### src/rtl/a_rd_sched_x4_ram.sv
`default_nettype none
// ============================================================================
// Module   : a_rd_sched_x4_ram
// Brief    : Burst read scheduler for the four-bank RAM read crossbar; the
//            optional dv/beat alignment check is enabled by A_RD_SCHED_ERR_EN.
// Revision : 1.0 - initial release
// ============================================================================
module a_rd_sched_x4_ram #(
  parameter int ADDR_W  = 10,
  parameter int RAM_LAT = 2
) (
  input  logic              clk_i,
  input  logic              rst_i,
  input  logic              cmd_valid_i,
  output logic              cmd_ready_o,
  input  logic [1:0]        cmd_bank_i,
  input  logic [ADDR_W-1:0] cmd_addr_i,
  input  logic [3:0]        cmd_len_i,
  output logic [3:0]        rd_en_o,
  output logic [ADDR_W-1:0] rd_addr_o,
  output logic [2:0]        ctrl_o,
  input  logic              xbar_dv_i,
  output logic              done_o,
  output logic              busy_o,
  output logic              err_o
);

  typedef enum logic [0:0] {
    IDLE  = 1'b0,
    BURST = 1'b1
  } state_t;

  state_t            r_state, w_state_nxt;
  logic [1:0]        r_bank, w_bank_nxt;
  logic [ADDR_W-1:0] r_addr, w_addr_nxt;
  logic [3:0]        r_rem, w_rem_nxt;
  logic              w_issue, w_last, w_accept, w_exp;

  // Beat pipeline: stage RAM_LAT-1 lines up with data leaving the RAM.
  logic [RAM_LAT-1:0] r_pv, r_pl;
  logic [1:0]         r_pb [RAM_LAT];

  function automatic logic [2:0] f_ctrl(input logic [1:0] bank);
    case (bank)
      2'd0:    f_ctrl = 3'b000;
      2'd1:    f_ctrl = 3'b001;
      2'd2:    f_ctrl = 3'b010;
      default: f_ctrl = 3'b100;
    endcase
  endfunction

  assign w_issue     = (r_state == BURST);
  assign w_last      = (r_rem == 4'd0);
  assign cmd_ready_o = ~rst_i & (~w_issue | w_last);
  assign w_accept    = cmd_valid_i & cmd_ready_o;

  always_comb begin
    w_state_nxt = r_state;
    w_bank_nxt  = r_bank;
    w_addr_nxt  = r_addr;
    w_rem_nxt   = r_rem;
    if (w_issue) begin
      w_addr_nxt = r_addr + ADDR_W'(1);
      w_rem_nxt  = r_rem - 4'd1;
      if (w_last) begin
        w_state_nxt = IDLE;
      end
    end
    // An accept on the last beat overrides the return to IDLE: no gap.
    if (w_accept) begin
      w_state_nxt = BURST;
      w_bank_nxt  = cmd_bank_i;
      w_addr_nxt  = cmd_addr_i;
      w_rem_nxt   = cmd_len_i;
    end
  end

  always_ff @(posedge clk_i) begin
    if (rst_i) begin
      r_state <= IDLE;
      r_bank  <= 2'd0;
      r_addr  <= '0;
      r_rem   <= 4'd0;
    end else begin
      r_state <= w_state_nxt;
      r_bank  <= w_bank_nxt;
      r_addr  <= w_addr_nxt;
      r_rem   <= w_rem_nxt;
    end
  end

  always_ff @(posedge clk_i) begin
    if (rst_i) begin
      r_pv <= '0;
      r_pl <= '0;
      for (int i = 0; i < RAM_LAT; i++) begin
        r_pb[i] <= 2'd0;
      end
    end else begin
      r_pv[0] <= w_issue;
      r_pl[0] <= w_issue & w_last;
      r_pb[0] <= r_bank;
      for (int i = 1; i < RAM_LAT; i++) begin
        r_pv[i] <= r_pv[i-1];
        r_pl[i] <= r_pl[i-1];
        r_pb[i] <= r_pb[i-1];
      end
    end
  end

  assign w_exp     = r_pv[RAM_LAT-1];
  assign rd_en_o   = w_issue ? (4'b0001 << r_bank) : 4'b0000;
  assign rd_addr_o = r_addr;
  assign ctrl_o    = w_exp ? f_ctrl(r_pb[RAM_LAT-1]) : 3'b000;
  assign done_o    = w_exp & r_pl[RAM_LAT-1];
  assign busy_o    = w_issue | (|r_pv);

`ifdef A_RD_SCHED_ERR_EN
  logic r_err;

  always_ff @(posedge clk_i) begin
    if (rst_i) begin
      r_err <= 1'b0;
    end else if (xbar_dv_i != w_exp) begin
      r_err <= 1'b1;
    end
  end

  assign err_o = r_err;
`else
  logic w_unused_dv;

  assign w_unused_dv = xbar_dv_i;
  assign err_o       = 1'b0;
`endif

endmodule
`default_nettype wire

### config.mk
export PLATFORM = sky130hd
export DESIGN_NAME = a_rd_sched_x4_ram
export DESIGN_NICKNAME = d
export VERILOG_FILES = /design/src/rtl/a_rd_sched_x4_ram.sv
export SDC_FILE = /design/constraint.sdc
export NUM_CORES = 1
export LEC_CHECK = 0
export BUFFER_PORTS_ARGS = -buffer_cell sky130_fd_sc_hd__buf_2
export CAP_MARGIN = 20
export CORE_ASPECT_RATIO = 1.4
export CORE_UTILIZATION = 45
export CTS_CLUSTER_DIAMETER = 200
export DETAILED_ROUTE_END_ITERATION = 8
export HOLD_SLACK_MARGIN = 0.12
export PLACE_DENSITY = 0.73
export REMOVE_ABC_BUFFERS = 1
export SLEW_MARGIN = 10
export SYNTH_ARGS = -nofsm -noshare
export SYNTH_HDL_FRONTEND = slang
export SYNTH_SLANG_ARGS = --single-unit
### constraint.sdc
create_clock -name clk_i -period 4.4 [get_ports clk_i]
set_input_delay 0.44 -clock clk_i [delete_from_list [all_inputs] [get_ports clk_i]]
set_output_delay 0.44 -clock clk_i [all_outputs]
set_load 0.005 [all_outputs]
# After elaboration in Yosys (flattened, before gate mapping)

Memories as Yosys holds them, arrays and structs flattened.
Index checks and enable logic that the tools add are counted.

Shift-type cells: 1
$add $sub $neg: 2
Bitwise logic cells: 10
Mux-type cells: 15
Eq/ne operators: 2
Reductions and logical operators: 4

Operators with widths:

| operator                                                               | count |
|---|---|
| 10-bit 2-to-1 mux                                                      | 2 |
| 4-bit 2-to-1 mux                                                       | 3 |
| 10-bit by 1-bit adder with 10-bit output (second input constant)       | 1 |
| 3-bit case mux with 3 select lines                                     | 1 |
| 1-bit 2-to-1 mux                                                       | 6 |
| 1-bit AND                                                              | 4 |
| 4-bit zero test                                                        | 1 |
| 2-bit 2-to-1 mux                                                       | 2 |
| 1-bit bitwise OR                                                       | 4 |
| 1-bit by 2-bit left shift with 4-bit output (first input constant)     | 1 |
| 4-bit by 1-bit subtractor with 4-bit output (second input constant)    | 1 |
| 3-bit 2-to-1 mux                                                       | 1 |
| 2-bit by 1-bit equality test with 1-bit output (second input constant) | 1 |
| 2-bit equality test (second input constant)                            | 1 |
| 2-bit zero test                                                        | 1 |
| 1-bit NOT                                                              | 2 |
| 2-bit nonzero test                                                     | 1 |
| 2-bit OR reduction                                                     | 1 |

Memories: 1
Bits in registers: 21
Output and inout port bits: 21
Logic and storage cells: 41
Bits in writable memories: 4
Input port bits: 20

Memories:

| memory | depth | bits a word | rd ports | clocked after memory_dff | write ports | line | RTL |
|---|---|---|---|---|---|---|---|
| r_pb   | 2     | 2           | 2        | 0                        | 2           | 41   | `logic [1:0] r_pb [RAM_LAT];` |

# Depth between registers and ports, before layout

Gate-level depths: netlist of the first run.

Depth after elaboration: 5
Gate-level depth with buffers: 7
Mapped depth without buffers: 6

# Worst setup path before layout of the first run

No wires, ideal clock.

Kind: reg2reg
Start: register r_rem[0]
End: register r_bank[0]
Arrival time: 1587 ps
Path slack: 2692 ps
Period minus slack after synthesis: 1708 ps
Required time: 4279 ps
Library setup time: 121 ps
Path buffers: 1
Cell stages (with the launch flop): 7
Cells stage by stage: dfxtp_1 -> inv_1 -> ha_1 -> or3b_4 -> a211o_1 -> buf_6 -> mux2_2

Word-level cells in the longest chain between the ends: 4

Ends and longest elaborated chain:

| what                   | line | RTL |
|---|---|---|
| from (decl)            | 36   | `logic [3:0] r_rem, w_rem_nxt;` |
| from (signal assigned) | 88   | `r_rem <= w_rem_nxt;` |
| 4-bit zero test        | 53   | `assign w_last = (r_rem == 4'd0);` |
| 1-bit bitwise OR       | 54   | `assign cmd_ready_o = ~rst_i & (~w_issue \| w_last);` |
| 1-bit AND              | 54   |  |
| 1-bit AND              | 55   | `assign w_accept = cmd_valid_i & cmd_ready_o;` |
| to (signal assigned)   | 86   | `r_bank <= w_bank_nxt;` |
| to (decl)              | 34   | `logic [1:0] r_bank, w_bank_nxt;` |

Every way passes these cells.
A chain may end at the register's enable or synchronous reset.

# Final worst setup path of the first run

Start: register r_rem[0]
End: register r_bank[1]

Same word-level chain as after synthesis.

==> results by group, run 1 <==
Run status
  – Status: completed

Power
  – Combinational power share: 19.5%
  – Pint: 0.326 mW
  – Share of power burned in registers: 59.3%
  – Net Switching: 0.123 mW
  – Pleak: 0.605 nW
  – Peak supply drop: 0.222 mV
  – Clock share of power: 21.2%
  – P per Cell Area: 327 nW/um^2
  – Sw frac: 27.4%

Synthesis
  – Asr flop ratio synth: 0%
  – Post-synth EDFFs: 0
  – FF+latch count, synth: 25
  – Post-synth top flop: dfxtp_1
  – Unique masters post-synth: 30
  – Post-Syn Area: 1160 um^2
  – Cells after Synth: 124
  – Sequential cell area fraction in the yosys report: 43.0%
  – Post-Syn Area per Cell: 9.39 um^2
  – YS warnings: 0

Floorplan
  – DIE AREA: 2800 um^2
  – Die Height: 62.2 um
  – Core ar.: 2420 um^2
  – Initial Util: 48.2%
  – Std-Cell Rows: 21
  – Die Wd: 45 um
  – Io pins: 41

Placed design
  – Pre-CTS setup slack: 2110 ps
  – # port buffers: 38
  – Final Wtd Congestion: 0.794
  – Dpl hpwl: 1510 um

Global routing
  – Largest net degree at the start of global routing: 30
  – Vias in the first global route: 923
  – All-Layer GR Usage: 16.9%
  – Initial antenna violation count: 0
  – Overflow after GRT: 0
  – Global-route wire length before repair: 3730 um

STA
  – Crit path time final: 2200 ps
  – Worst clock skew: 5.64 ps
  – Fmax: 0.455 GHz
  – Setup Viol. Count Final: 0
  – Final slew viol count: 0
  – Unrepaired setup endpoints after global routing: no
  – Final period utilization: 49.9%
  – Slew margin rel.: 33.5%
  – Fin worst setup slack: 2200 ps
  – Final Hold Viols: 0
  – Worst-Margin Slew: 997 ps
  – Final TNS setup: 0 ps

Clocking
  – Resize count post-CTS: 0
  – Hold buffers post-CTS: 0
  – Clk slew on worst S/H paths: 130 ps
  – Clock insertion delay at the later pin of the skew report: 300 ps
  – Clock sinks: 25
  – Clock buffer depth: 2
  – Total CTS buffers: 3
  – Root Driver: clkbuf_4
  – H-tree depth: 1
  – Post-CTS setup buffers: 0
  – CTS tree: built

Drt
  – Post-route ant nets: 0
  – Detailed Route WL: 2070 um
  – Number of DRC markers in iteration 0: 25
  – Wire per inst: 10.8 um
  – Routed vias/inst: 4.92
  – Vias: 944
  – Residual DRC count: 0
  – Drt pass-1 iters: 4

Min path
  – Type of the worst min-delay path: primary input to register
  – Hold_sp: cmd_bank_i[0]

Setup path
  – CP startpoint kind: register
  – CP Cell Sequence: inv_1 -> ha_1 -> or3b_4 -> a211o_1 -> mux2_2
  – Critical Path RT: 4610 ps
  – Setup crit end kind: register
  – Worst stage delay on the critical path: 790 ps
  – WS Path Type: register to register
  – Slowest CP cell: a211o_1
  – Crit path buffers/inverters: 1
  – Top delay family on crit path: compound AO/OA/AOI/OAI gates
  – Crit-path max FO: 29
  – Reg-to-reg startpoint: r_rem[0]$_SDFFE_PP0P_
  – CP startpoint: r_rem[0]$_SDFFE_PP0P_
  – Arr. time, crit path: 2410 ps

Final layout
  – NumNets Final: 181
  – Filler instances: 237
  – Most frequent cells in the layout: 38 x buf_2, 25 x dfxtp_1, 19 x nor2_1, 10 x a211oi_2, 8 x nand2_1
  – Layout cell share with drive strength beyond 1: 34.8%
  – # diodes: 0
  – Core Util, Final: 56.9%
  – Layout area overhead: 18.0%
  – Commonest non-fill, non-tap cell in the layout: buf_2

Job
  – Max-cap violations: 0
final cells by class:
cell class	count	area, um^2	share of cell area [%]
multi-input combinational	87	599	43.6
inverter	4	15.0	1.09
sequential	25	500	36.4
timing repair buffer	38	190	13.8
tap	34	42.5	3.09
clock inverter	1	5.00	0.364
clock buffer	3	22.5	1.64
synthesized netlist by cell type, types with 2 or more instances:
master / count / area [um^2]
a211oi_2: 10 / 125
clkbuf_1: 4 / 15.0
xor2_1: 5 / 43.8
ha_1: 2 / 25.0
a21oi_1: 3 / 15.0
dfxtp_1: 25 / 500
inv_1: 4 / 15.0
xnor2_1: 7 / 61.3
nand2_1: 8 / 30.0
buf_6: 2 / 22.5
nor2b_1: 6 / 37.5
mux2_2: 2 / 22.5
nand4_1: 4 / 25.0
and3_1: 3 / 18.8
a211oi_1: 3 / 22.5
nor3_1: 4 / 20.0
nor2_1: 19 / 71.3
cell families (layout without fill, tap and decap cells):
family                     after synthesis  in the layout  share of synthesized area, %
buffers and inverters                   12             46                          5.58
xor gates and xnor gates                12             12                          9.02
muxes                                    3              3                          2.79
AOI/OAI and AO/OA                       18             18                          15.4
DFF                                     25             25                          43.0
adders and majority gates                2              2                          2.15
and+or+nand+nor                         51             51                          21.8
other                                    1              1                         0.322
power by group through the flow:
stage                     registers (mW)  logic [mW]  clock network (mW)
after floorplan                    0.268      0.0568                   0
after global placement             0.270      0.0857                   0
after detailed placement           0.272      0.0879                   0
after CTS                          0.267      0.0888               0.100
after global routing               0.271      0.0984               0.110
final                              0.267      0.0877              0.0953
metal layers:
| layer | global-route usage [%] | vias up | part of all wire [%] |
|---|---|---|---|
| met5 | 0 | - | 0 |
| met4 | 4.92 | 0 | 0.92 |
| met3 | 2.91 | 4 | 2.7 |
| met2 | 29.2 | 17 | 53 |
| met1 | 20.5 | 434 | 44 |
| li1 | - | 489 | - |
flip-flops by register name, indices dropped and copies added, names as in the netlist:
name	cells
r_bank	2
r_pb	4
r_pl	2
r_pv	2
r_rem	4
r_state	1
rd_addr_o	10
final timing paths:
| path | end | slack [ps] | depth (start not counted) |
|---|---|---|---|
| setup reg to reg | r_bank[1]$_SDFFE_PP0P_ | 2200 | 5 |
| hold reg to reg | r_pl[1]$_SDFF_PP0_ | 450 | 1 |
| hold / removal | r_bank[0]$_SDFFE_PP0P_ | 350 | 2 |
| setup / recovery | r_bank[1]$_SDFFE_PP0P_ | 2200 | 5 |
per-stage QoR:
stage / hold WS, ps / cell area (um^2) / std cells / power, mW
finish: 352 / 1380 / 192 / 0.450
detailed placement: 423 / 1350 / 188 / 0.360
global placement: 420 / 1350 / 188 / 0.356
global route: 339 / 1380 / 192 / 0.479
CTS: 350 / 1380 / 192 / 0.456
floorplan: 414 / 1110 / 116 / 0.325
worst register-to-register path: stages, from the launching register on:
cell and delay [ps]:
dfxtp_1 400, inv_1 60, ha_1 200, or3b_4 250, a211o_1 790, mux2_2 420
Power figures use the tool's default switching activity.
==> inputs of run 2 (changes only) <==
- ABC_AREA: default -> 1
- PLACE_DENSITY: 0.73 -> 0.74
- clock period: 4.4 -> 1.9 ns (I/O delays scaled with it)
==> results by group, run 2 <==
Run status
  – Status: completed

Setup path
  – CP startpoint kind: register
  – Setup crit end kind: output port
  – Worst stage delay on the critical path: 330 ps (-460 ps)
  – Arr. time, crit path: 1420 ps (-990 ps)
  – Crit path buffers/inverters: 2 (+1)
  – Slowest CP cell: dfxtp_1
  – Critical Path RT: 1710 ps (-2900 ps)
  – Crit-path max FO: 9 (-69%)
  – Top delay family on crit path: flip-flops
  – CP Cell Sequence: inv_1 -> ha_1 -> nand2_2 -> a21oi_4 -> buf_2
  – WS Path Type: register to output port

Synthesis
  – Post-Syn Area: 1390 um^2 (+19%)
  – Post-synth EDFFs: 0 (unchanged)
  – YS warnings: 0 (unchanged)
  – Synth top area share: 36.0% (-7.0 points)
  – Unique masters post-synth: 32 (+6.7%)
  – Area leader, netlist: dfxtp_1
  – Cells after Synth: 187 (+51%)
  – Top cells by count, synth: 30 x nand2_1, 27 x nand3_1, 26 x inv_1, 25 x dfxtp_1, 15 x nor2_1
  – Top cells by area, synth: dfxtp_1 36%, nand3_1 9.7%, nand2_1 8.1%
  – Post-synth top flop: dfxtp_1
  – Asr flop ratio synth: 0% (unchanged)
  – Post-Syn Area per Cell: 7.44 um^2 (-21%)
  – FF+latch count, synth: 25 (unchanged)
  – Most instantiated library cell after synthesis: nand2_1
  – Sequential cell area fraction in the yosys report: 36.0% (-7.0 points)

Final layout
  – # diodes: 0 (unchanged)
  – Most frequent cells in the layout: 38 x buf_2, 30 x nand2_1, 27 x nand3_1, 26 x inv_1, 25 x dfxtp_1
  – Layout area overhead: 16.2%
  – Max reg flops: 10 (unchanged)
  – Core Util, Final: 55.6% (-1.3 points)
  – Layout cell share with drive strength beyond 1: 26.6% (-8.2 points)
  – Cell area after layout: 1620 um^2 (+18%)
  – Commonest non-fill, non-tap cell in the layout: buf_2
  – NumNets Final: 245 (+35%)
  – Non-filler cells in the finished layout: 259 (+35%)

Drt
  – Residual DRC count: 0 (unchanged)
  – Drt pass-1 iters: 4 (unchanged)
  – Detailed Route WL: 2780 um (+34%)
  – Post-route ant nets: 0 (unchanged)
  – Number of DRC markers in iteration 0: 34 (+36%)
  – Wire per inst: 10.7 um (-0.56%)
  – Routed vias/inst: 4.99 (+1.5%)
  – Vias: 1,292 (+37%)

STA
  – Final period utilization: 84.5%
  – Hold Worst Slack: 130 ps (-222 ps)
  – Setup Viol. Count Final: 0 (unchanged)
  – Unrepaired setup endpoints after global routing: no
  – Final Hold Viols: 0 (unchanged)
  – Fin worst setup slack: 294 ps (-1910 ps)
  – Slew margin rel.: 59.5% (+26 points)
  – Final TNS setup: 0 ps (unchanged)
  – Fmax: 0.623 GHz
  – Crit path time final: 1610 ps
  – Final slew viol count: 0 (unchanged)
  – Worst clock skew: 0.730 ps (-4.91 ps)
  – Worst-Margin Slew: 606 ps (-391 ps)

Power
  – Clock share of power: 29.0% (+7.8 points)
  – Peak supply drop: 0.438 mV (+97%)
  – Pint: 0.813 mW (+150%)
  – Pleak: 0.772 nW (+28%)
  – Net Switching: 0.356 mW (+190%)
  – Overall power: 1.17 mW (+160%)
  – Combinational power share: 19.9% (+0.4 points)
  – Sw frac: 30.4% (+3.0 points)
  – P per Cell Area: 723 nW/um^2 (+120%)
  – Share of power burned in registers: 51.1% (-8.2 points)

Global routing
  – Vias in the first global route: 1,158 (+25%)
  – Global-route wire length before repair: 4790 um (+28%)
  – Initial antenna violation count: 0 (unchanged)
  – Largest net degree at the start of global routing: 24 (-20%)
  – Routing usage on met2: 33.5% (+4.3 points)
  – Layer with the highest usage: met2
  – All-Layer GR Usage: 18.8% (+1.9 points)
  – Overflow after GRT: 0 (unchanged)
  – Met3 Track Usage GR: 2.93% (+0.021 points)
  – M1 GR Usage: 21.0% (+0.52 points)

Clocking
  – Hold buffers post-CTS: 0 (unchanged)
  – Clock buffer depth: 2 (unchanged)
  – Clock insertion delay at the later pin of the skew report: 270 ps (-30 ps)
  – H-tree depth: 1 (unchanged)
  – Total CTS buffers: 3 (unchanged)
  – Post-CTS setup buffers: 0 (unchanged)
  – Root Driver: clkbuf_8
  – Resize count post-CTS: 0 (unchanged)
  – Clk slew on worst S/H paths: 90 ps (-40 ps)
  – CTS tree: built
  – Clock sinks: 25 (unchanged)

Placed design
  – Dpl hpwl: 1990 um (+32%)
  – Placed Cells: 255 (+36%)
  – Final Wtd Congestion: 0.893 (+12%)
  – # port buffers: 38 (unchanged)
  – Pre-CTS setup slack: 410 ps (-1700 ps)
  – Area after DPL: 1570 um^2 (+16%)

Floorplan
  – Die Height: 67.8 um (+9.0%)
  – Std-Cell Rows: 23 (+9.5%)
  – Die Wd: 49.0 um (+8.9%)
  – DIE AREA: 3320 um^2 (+19%)
  – Io pins: 41 (unchanged)
  – Initial Util: 47.9% (-0.32 points)
  – Core ar.: 2910 um^2 (+20%)

Job
  – Max-cap violations: 0 (unchanged)

Min path
  – Type of the worst min-delay path: primary input to register
[run 2: cell count changes in the layout (fill, tap and decap cells not counted), sizes merged, moves of 4 or more]
cell	before	now
nor2	19	15
xnor2	7	3
a211oi	13	0
nand3	1	31
o21ai	0	6
nor3	4	8
nor2b	6	0
nand2	8	32
inv	4	30
a21oi	3	13
[run 2: power groups by stage]
stage	Combinational [mW]	Sequential, mW	Clock, mW
6_report	0.233	0.597	0.339
4_1_cts	0.236	0.597	0.352
3_3_place_gp	0.232	0.608	0
5_1_grt	0.267	0.603	0.370
2_1_floorplan	0.153	0.606	0
3_5_place_dp	0.234	0.609	0
[run 2: path summary, 6_finish.rpt]
| kind | cells past startpoint | from | to | slack (ps) |
|---|---|---|---|---|
| max reg2reg | 6 | r_state$_SDFF_PP0_ | rd_addr_o[4]$_SDFFE_PP0P_ | 400 |
| min | 3 | cmd_len_i[1] | r_rem[1]$_SDFFE_PP0P_ | 130 |
| max | 5 | r_rem[0]$_SDFFE_PP0P_ | cmd_ready_o | 290 |
| min reg2reg | 2 | r_pb[0][0]$_SDFF_PP0_ | r_pb[0][2]$_SDFF_PP0_ | 410 |
[run 2: worst reg2reg max path, stage by stage (launching register included)]
cell and delay (ps):
dfxtp_1 510, buf_4 260, a21oi_4 280, inv_2 110, o211ai_1 170, nand2_1 70
inv_1 50
[run 2: cells by family after synthesis]
group | count (synthesis) | synth area share, %
other | 1 | 0.270
DFF | 25 | 36.0
and+or+nand+nor | 91 | 31.8
buffers and inverters | 38 | 13.7
xor gates and xnor gates | 5 | 3.15
AOI/OAI and AO/OA | 25 | 13.3
adders and majority gates | 2 | 1.80
[run 2: routing by layer]
metal | share of wire (%) | routed length, um
met1 | 42 | 1170
met2 | 50 | 1390
met5 | 0 | 0
met4 | 3.0 | 84
met3 | 5.0 | 138
[run 2: final cells by class]
cell class,instances,area (um^2)
sequential,25,500
timing repair buffer,40,205
clock buffer,3,41.3
clock inverter,1,8.76
fill,296,1290
inverter,29,114
tap,37,46.3
multi-input combinational,124,701
==> inputs of run 3 (changes only) <==
- PLACE_DENSITY: 0.74 -> 0.71
- clock period: 1.9 -> 1.65 ns (I/O delays scaled with it)
==> results by group, run 3 (same netlist as run 2, synthesis figures left out) <==
Run status
  – Status: completed

Final layout
  – Commonest non-fill, non-tap cell in the layout: buf_2
  – Max reg flops: 10 (unchanged)
  – Filler instances: 315 (+6.4%)
  – Layout cell share with drive strength beyond 1: 28.2% (+1.6 points)
  – Non-filler cells in the finished layout: 264 (+1.9%)
  – Multi-input logic area: 711 um^2 (+1.4%)
  – # diodes: 0 (unchanged)
  – Most frequent cells in the layout: 38 x buf_2, 30 x nand2_1, 27 x nand3_1, 26 x inv_1, 24 x dfxtp_1
  – Sequential cell area: 502 um^2 (+0.25%)
  – Cell area after layout: 1660 um^2 (+2.6%)
  – Core Util, Final: 57.1% (+1.5 points)
  – NumNets Final: 250 (+2.0%)
  – Layout area overhead: 19.2%

Setup path
  – Setup crit end kind: output port
  – WS Path Type: register to output port
  – CP Cell Sequence: inv_1 -> ha_1 -> nand2_2 -> a21oi_4 -> buf_2
  – Slowest CP cell: dfxtp_1
  – Worst stage delay on the critical path: 330 ps (about the same)
  – Flop-to-flop setup slack: 210 ps (-190 ps)
  – Top delay family on crit path: flip-flops
  – CP startpoint kind: register
  – Crit-path max FO: 7 (-2)
  – Arr. time, crit path: 1390 ps (-30 ps)
  – Critical Path RT: 1480 ps (-230 ps)
  – Crit path buffers/inverters: 2 (unchanged)

Drt
  – Post-route ant nets: 0 (unchanged)
  – Vias: 1,301 (+0.70%)
  – Drt pass-1 iters: 4 (unchanged)
  – Wire per inst: 11.1 um (+3.3%)
  – Detailed Route WL: 2930 um (+5.3%)
  – Residual DRC count: 0 (unchanged)
  – Routed vias/inst: 4.93 (-1.2%)
  – Number of DRC markers in iteration 0: 37 (+8.8%)

Floorplan
  – Std-Cell Rows: 23 (unchanged)
  – Die Height: 67.8 um (unchanged)
  – Core ar.: 2910 um^2 (unchanged)
  – Die Wd: 49.0 um (unchanged)
  – Initial Util: 47.9% (unchanged)
  – Io pins: 41 (unchanged)
  – DIE AREA: 3320 um^2 (unchanged)

Power
  – Pint: 0.940 mW (+16%)
  – P per Cell Area: 808 nW/um^2 (+12%)
  – Sw frac: 29.9% (-0.52 points)
  – Pleak: 0.791 nW (+2.4%)
  – Peak supply drop: 0.464 mV (+6.0%)
  – Combinational power share: 21.3% (+1.4 points)
  – Share of power burned in registers: 51.1% (about the same)
  – Clock share of power: 27.7% (-1.3 points)
  – Overall power: 1.34 mW (+15%)
  – Net Switching: 0.401 mW (+13%)

Global routing
  – All-Layer GR Usage: 19.0% (+0.17 points)
  – Largest net degree at the start of global routing: 24 (unchanged)
  – M1 GR Usage: 21.9% (+0.85 points)
  – Vias in the first global route: 1,121 (-3.2%)
  – Layer with the highest usage: met2
  – Overflow after GRT: 0 (unchanged)
  – Global-route wire length before repair: 4780 um (-0.15%)
  – Met3 Track Usage GR: 2.25% (-0.68 points)
  – Initial antenna violation count: 0 (unchanged)
  – Routing usage on met2: 33.2% (-0.35 points)

Clocking
  – Clock sinks: 25 (unchanged)
  – H-tree depth: 1 (unchanged)
  – Clk slew on worst S/H paths: 90 ps (about the same)
  – Root Driver: clkbuf_8
  – Total CTS buffers: 3 (unchanged)
  – Clock buffer depth: 2 (unchanged)
  – CTS tree: built
  – Clock insertion delay at the later pin of the skew report: 270 ps (about the same)

STA
  – Final Hold Viols: 0 (unchanged)
  – Worst clock skew: 1.14 ps (+0.407 ps)
  – Final slew viol count: 0 (unchanged)
  – Final period utilization: 94.2%
  – Fin worst setup slack: 95.1 ps (-199 ps)
  – Fmax: 0.643 GHz
  – Setup Viol. Count Final: 0 (unchanged)
  – Hold Worst Slack: 169 ps (+39.3 ps)
  – Unrepaired setup endpoints after global routing: no
  – Crit path time final: 1550 ps
  – Final TNS setup: 0 ps (unchanged)

Min path
  – Type of the worst min-delay path: primary input to register

Placed design
  – Area after DPL: 1570 um^2 (+0.48%)
  – Final Wtd Congestion: 0.824 (-7.7%)
  – Dpl hpwl: 2070 um (+3.8%)
  – # port buffers: 38 (unchanged)
  – Placed Cells: 256 (+0.39%)
  – Pre-CTS setup slack: 160 ps (-250 ps)

Job
  – Max-cap violations: 0 (unchanged)
==> run 3: cell count changes in the layout (fill, tap and decap cells not counted), sizes merged <==
cell	before	now
buf	40	43
clkinvlp	0	1
dlygate4sd3	0	1
inv	30	29
nand3	31	32
==> run 3: path summary, 6_finish.rpt <==
check                             start                         to  cells after the start
setup reg to reg  r_rem[0]$_SDFFE_PP0P_     r_bank[1]$_SDFFE_PP0P_                      7
hold reg to reg      r_pl[0]$_SDFF_PP0_         r_pl[1]$_SDFF_PP0_                      2
setup / recovery  r_rem[0]$_SDFFE_PP0P_                cmd_ready_o                      5
hold / removal            cmd_addr_i[0]  rd_addr_o[0]$_SDFFE_PP0P_                      3
==> run 3: repair_timing <==
| item | CTS | global route |
|---|---|---|
| gates resized for setup | 0 | 1 |
| endpoints found under the setup margin | 0 | 6 |
| hold buffers | 1 | 0 |
| buffers inserted | 0 | 2 |
| endpoints found under the hold margin | 1 | 0 |
==> run 3: per-layer routing <==
layer,routed length [um],vias up
li1,-,685
met4,54,0
met5,0,-
met3,100,5
met2,1430,27
met1,1340,584
==> run 3: layout make-up <==
class | instances | area share [%]
sequential | 25 | 30.2
clock buffer | 3 | 2.49
timing repair buffer | 44 | 14.3
clock inverter | 1 | 0.452
multi-input combinational | 125 | 42.8
tap | 37 | 2.79
inverter | 29 | 6.86
==> run 3: power by group through the flow <==
stage | Combinational [mW] | Clock (mW) | Sequential [mW]
4_1_cts | 0.279 | 0.388 | 0.684
5_1_grt | 0.324 | 0.411 | 0.691
2_1_floorplan | 0.176 | 0 | 0.697
3_3_place_gp | 0.274 | 0 | 0.698
6_report | 0.285 | 0.371 | 0.685
3_5_place_dp | 0.276 | 0 | 0.698
==> run 3: tightest hold or removal path, cell delays in order <==
cell and delay, ps:
buf_2 70, o21ai_0 70, a21oi_1 100
